## src/rtl/gobou_net_loader.sv

```systemverilog
// gobou_net_loader
//   Streaming weight loader for the gobou fully-connected engine. Accepts a
//   flat stream of per-neuron weight vectors (N_IN weights then the bias)
//   over valid/ready and scatters it into the CORE per-core net memories in
//   gobou layout: neuron k lands in core k % CORE at base (N_IN+1)*(k/CORE).
//
//   Optional feature macro: GOBOU_LOADER_PAD_EN
//     defined   - cores with no neuron in the final group get that group's
//                 slot zero-filled (S_PAD), so stale weights never survive.
//     undefined - S_PAD is not built; loading ends after the last beat.
//
// Ports
//   clk, xrst          clock, asynchronous active-low reset
//   req                start pulse, sampled only in S_IDLE
//   total_in/total_out N_IN / N_OUT, latched on an accepted req
//   s_valid/s_data     stream beat (signed)
//   s_ready            high throughout S_LOAD (no backpressure)
//   net_we             0 = no write, n+1 = write core n
//   net_addr/write_net net memory address / signed write data
//   busy               high in S_LOAD, S_PAD and S_DONE
//   ack                one-cycle completion pulse
module gobou_net_loader #(
  parameter int DWIDTH  = 16,
  parameter int CORE    = 8,
  parameter int CORELOG = 3,
  parameter int NETSIZE = 14,
  parameter int LWIDTH  = 10
) (
  input  logic                      clk,
  input  logic                      xrst,
  input  logic                      req,
  input  logic [LWIDTH-1:0]         total_in,
  input  logic [LWIDTH-1:0]         total_out,
  input  logic                      s_valid,
  input  logic signed [DWIDTH-1:0]  s_data,
  output logic                      s_ready,
  output logic [CORELOG:0]          net_we,
  output logic [NETSIZE-1:0]        net_addr,
  output logic signed [DWIDTH-1:0]  write_net,
  output logic                      busy,
  output logic                      ack
);

  typedef enum logic [1:0] {S_IDLE, S_LOAD, S_PAD, S_DONE} state_t;

  localparam logic [CORELOG:0] C_LAST = (CORELOG+1)'(CORE-1);

  state_t             state;
  // tail holds S_DONE for one extra cycle so ack trails the final write
  // (which is registered) by exactly one cycle.
  logic               tail;
  logic [LWIDTH-1:0]  n_in, n_out;
  logic [LWIDTH-1:0]  j;      // word within neuron, 0..N_IN
  logic [LWIDTH-1:0]  k;      // neuron index
  logic [CORELOG:0]   c;      // target core
  logic [NETSIZE-1:0] b;      // base address of the current core group

  logic j_wrap, c_wrap, last_neuron, step;

  assign j_wrap      = (j == n_in);
  assign c_wrap      = (c == C_LAST);
  assign last_neuron = (k == n_out - LWIDTH'(1));
  // one word (data or pad) is written this cycle
  assign step        = ((state == S_LOAD) && s_valid) || (state == S_PAD);

  assign s_ready = (state == S_LOAD);
  assign busy    = (state != S_IDLE);
  assign ack     = (state == S_DONE) && !tail;

  always_ff @(posedge clk or negedge xrst) begin
    if (!xrst) begin
      state     <= S_IDLE;
      tail      <= 1'b0;
      n_in      <= '0;
      n_out     <= '0;
      j         <= '0;
      k         <= '0;
      c         <= '0;
      b         <= '0;
      net_we    <= '0;
      net_addr  <= '0;
      write_net <= '0;
    end else begin
      net_we <= '0;

      if (step) begin
        net_we    <= c + (CORELOG+1)'(1);
        net_addr  <= b + NETSIZE'(j);
        write_net <= (state == S_LOAD) ? s_data : '0;
        if (j_wrap) begin
          j <= '0;
          k <= k + LWIDTH'(1);
          if (c_wrap) begin
            c <= '0;
            b <= b + NETSIZE'(n_in) + NETSIZE'(1);
          end else begin
            c <= c + (CORELOG+1)'(1);
          end
        end else begin
          j <= j + LWIDTH'(1);
        end
      end

      case (state)
        S_IDLE: if (req) begin
          n_in  <= total_in;
          n_out <= total_out;
          j     <= '0;
          k     <= '0;
          c     <= '0;
          b     <= '0;
          tail  <= 1'b0;
          state <= (total_out == '0) ? S_DONE : S_LOAD;
        end
        S_LOAD: if (s_valid && j_wrap && last_neuron) begin
`ifdef GOBOU_LOADER_PAD_EN
          // c_wrap here means N_OUT filled the last group exactly
          if (!c_wrap) begin
            state <= S_PAD;
          end else begin
            state <= S_DONE;
            tail  <= 1'b1;
          end
`else
          state <= S_DONE;
          tail  <= 1'b1;
`endif
        end
`ifdef GOBOU_LOADER_PAD_EN
        S_PAD: if (j_wrap && c_wrap) begin
          state <= S_DONE;
          tail  <= 1'b1;
        end
`endif
        S_DONE: begin
          if (tail) tail  <= 1'b0;
          else      state <= S_IDLE;
        end
        default: state <= S_IDLE;
      endcase
    end
  end

endmodule

```

## config.mk

```make
export PLATFORM = sky130hd
export DESIGN_NAME = gobou_net_loader
export DESIGN_NICKNAME = d
export VERILOG_FILES = /design/src/rtl/gobou_net_loader.sv
export SDC_FILE = /design/constraint.sdc
export NUM_CORES = 1
export LEC_CHECK = 0
export CAP_MARGIN = 25
export CORE_AREA = 2 2 102 104
export CTS_BUF_LIST = sky130_fd_sc_hd__clkbuf_4 sky130_fd_sc_hd__clkbuf_8
export CTS_CLUSTER_DIAMETER = 200
export DETAILED_ROUTE_END_ITERATION = 6
export DIE_AREA = 0 0 104 106
export PLACE_DENSITY = 0.85
export SKIP_CTS_REPAIR_TIMING = 1
export SLEW_MARGIN = 5
export SYNTH_ARGS = -nofsm -noshare
export SYNTH_HDL_FRONTEND = slang
export SYNTH_SLANG_ARGS = --single-unit
```

## constraint.sdc

```tcl
create_clock -name clk -period 4.6 [get_ports clk]
set_input_delay 0.92 -clock clk [delete_from_list [all_inputs] [get_ports clk]]
set_output_delay 0.92 -clock clk [all_outputs]
set_load 0.02 [all_outputs]
```

==> flow_metrics.py <==
metrics = {
    "sta": {
        "fin_ws_ns": 1.679,
        "fin_tns_setup_ns": 0,
        "clock_skew_ns": 0.01286,
        "slew_viol_final": 0,
        "relSlewSlack_pct": 39.10,
        "setup_viol": 0,
        "fmaxAchievable_mhz": 342.3,
        "layout_min_cycle_time_ns": 2.921,
        "worstMarginPinSlew_ns": 0.9066,
        "hold_viol": 0,
        "rsz0062_at_grt": "no",
        "finalCritPeriodShare_pct": 63.51,
    },
    "power": {
        "p_switching_uw": 1293,
        "p_seq_share_pct": 39.5,
        "swShare_pct": 39.96,
        "p_clk_share_pct": 17.4,
        "p_leak_uw": 0.002880,
        "ir_drop_uv": 215.5,
        "power_frac_comb_pct": 43.1,
        "intPower_uw": 1943,
        "power_density_nw_per_um2": 504.9,
    },
    "layout": {
        "antenna-diode-count": 0,
        "drive_gt1_share_pct": 4.938,
        "final_cell_mix": "nand2_1, dfrtp_1, clkdlybuf4s50_1",
        "nets": 709,
        "design_area_um2": 6410,
        "final_common_cell": "nand2_1",
        "syn2layout_area_growth_pct": 20.34,
        "fillCellCount": 811,
    },
    "floorplan": {
        "io_pins": 77,
        "coreArea_um2": 10000,
        "dieHeight_um": 106,
        "die_area_um2": 11020,
        "die_x_um": 104,
        "rows": 37,
        "initial_core_util_pct": 53.27,
    },
    "yosys": {
        "yosysSeqAreaShare_pct": 44.63,
        "synthCells": 571,
        "ys_ff_latch": 95,
        "syn_area_um2": 5326,
        "synth-edff-count": 0,
        "synth_area_per_cell_um2": 9.328,
        "synth-main-ff-cell": "dfrtp_1",
        "syn_nets": 637,
        "synth.distinct_cells": 55,
        "synth_warnings": 0,
        "synthArstFlopShare_pct": 100.0,
    },
    "grt": {
        "grt_pass1_wl_mm": 20.28,
        "grt_max_degree": 68,
        "antenna_found_initial": 0,
        "grt_pass1_vias": 4217,
        "overflow": 0,
        "grt.total_usage_pct": 22.66,
    },
    "worst_hold_path": {
        "hp-start": "net_addr[0]$_DFFE_PN0N_",
        "hp-class": "register to register",
        "whs_endpoint": "net_addr[0]$_DFFE_PN0N_",
        "holdPathStages": 2,
    },
    "worst_setup_path": {
        "crit_chain": "clkdlybuf4s50_1 -> and3b_1 -> buf_4 -> or2_1 -> and4_1 -> nand4_4 -> or4_1 -> a21oi_1",
        "r2r_slack_ns": 2.00,
        "reg2reg_to": "b[12]$_DFF_PN0_",
        "endpoint_kind": "register",
        "r2r-start": "b[0]$_DFF_PN0_",
        "r2r_cells": 10,
        "critPathKind": "input port to register",
        "crit_fanout": 20,
        "worst_setup_path_start_kind": "input port",
        "max_stage_delay_ns": 0.50,
        "required_ns": 4.90,
        "cp_slowest_cell": "or4_1",
        "worstPathArrival_ns": 3.22,
    },
    "clock_tree": {
        "numClockSinks": 95,
        "htree_num_levels": 3,
        "cts_made_buffers": 9,
        "clockBufferDepth": 2,
        "cts_tree": "built",
        "cts.reportedPaths.clkPinSlew_ns": 0.09,
        "clkLatencyLatePin_ns": 0.38,
        "ctsRootBufferMaster": "clkbuf_8",
    },
    "placement": {
        "gp_congestion": 0.8995,
        "portBuffers": 76,
        "hpwl_mm": 8.759,
        "dpl_worst_slack_ns": 1.315,
        "placed_area_um2": 6210,
    },
    "drt": {
        "post-route-drc-count": 0,
        "drt_wl_total_mm": 12.04,
        "dr.pass1.iters": 7,
        "viasPerCell": 5.735,
        "ant_nets": 0,
        "wl_per_cell_um": 15.36,
        "drt_iter0_drc": 285,
        "vias": 4496,
    },
    "outcome": {
        "status": "finished clean",
    },
    "flow_run": {
        "cap_violations": 0,
    },
}
## through the flow
step	utilization (%)	cells	power, µW	hold slack (ns)
2_1_floorplan	-	571	2147	0.4652
3_3_place_gp	62.10	768	2601	0.4512
3_5_place_dp	62.10	768	2670	0.4543
4_1_cts	64.10	784	3243	0.4764
5_1_grt	64.10	784	3443	0.5060
6_report	64.10	784	3237	0.4698
## how the worst max path moves through the flow
stage | startpoint | slack (ns) | to | depth (start not counted)
3_3_place_gp | s_valid | 1.38 | k[7]$_DFF_PN0_ | 8
3_5_place_dp | s_valid | 1.31 | k[7]$_DFF_PN0_ | 8
6_report | s_valid | 1.68 | k[7]$_DFF_PN0_ | 8
4_1_cts | s_valid | 1.70 | k[7]$_DFF_PN0_ | 8
2_1_floorplan | s_valid | 2.31 | k[7]$_DFF_PN0_ | 7
5_1_grt | s_valid | 1.53 | k[7]$_DFF_PN0_ | 8
## Yosys cell counts, drive strengths merged, types with 3 or more instances
library cell,count,area share [%]
inv,14,0.99
o211ai,3,0.42
o21a,4,0.56
clkbuf,13,0.92
and4,7,1.2
or2,5,0.59
a21o,6,0.85
nand4,10,1.5
and2,4,0.47
a31oi,4,0.47
nor3,9,0.85
a22o,19,3.1
nor4,7,0.82
xnor2,35,5.9
nand3,11,1.0
o21ai,27,2.5
a211oi,8,1.1
nand2b,3,0.35
a21oi,32,3.0
or3,4,0.47
xor2,22,3.6
a211o,4,0.66
nor2b,8,0.94
ha,24,5.6
nand2,96,6.8
dfrtp,95,45
mux2i,4,0.75
and3,5,0.59
nor2,54,3.8
buf,7,0.73
## sequential cells by signal, indices dropped and copies added (netlist names), 10 cells and up
name and flops:
k 10, write_net 16, net_addr 14, j 10, n_out 10, n_in 10
b 14
## cells by family after synthesis
| group | count (synthesis) | share of synthesized area (%) |
|---|---|---|
| flip-flops | 95 | 44.63 |
| AND/OR/NAND/NOR | 231 | 20.48 |
| buffers and inverters | 34 | 2.631 |
| XOR/XNOR | 57 | 9.514 |
| AO/OA/AOI/OAI | 124 | 15.60 |
| multiplexers | 4 | 0.7517 |
| adder cells (fa/ha/maj) | 26 | 6.390 |
## metal layers
metal	part of all wire [%]	up-vias	GRT usage [%]	wire length (µm)
li1	-	2154	-	-
met3	6.0	23	3.863	720
met5	0	-	0	0
met2	45	163	35.57	5455
met1	46	2156	30.88	5568
met4	2.5	0	10.62	300
## worst max-delay path: cells and delay by family
| family | cells | cell delay (ns) |
|---|---|---|
| buffers and inverters | 2 | 0.71 |
| AO/OA/AOI/OAI | 1 | 0.15 |
| AND/OR/NAND/NOR | 5 | 1.43 |
## final cells by class
type | count | area, µm² | share of cell area, %
Multi-Input combinational cell | 442 | 2814 | 43.90
Clock buffer | 10 | 131.4 | 2.050
Inverter | 14 | 52.55 | 0.8198
Tap cell | 136 | 170.2 | 2.655
Timing Repair Buffer | 81 | 795.8 | 12.41
Sequential cell | 95 | 2377 | 37.09
Clock inverter | 6 | 68.82 | 1.074
## power by group through the flow
stage               Clock [µW]  Sequential, µW  Combinational (µW)
CTS                        575            1280                1390
global placement             0            1280                1320
detailed placement           0            1290                1380
finish                     565            1280                1390
global route               603            1310                1530
floorplan                    0            1370                 779
(Power assumes the default switching activity.)
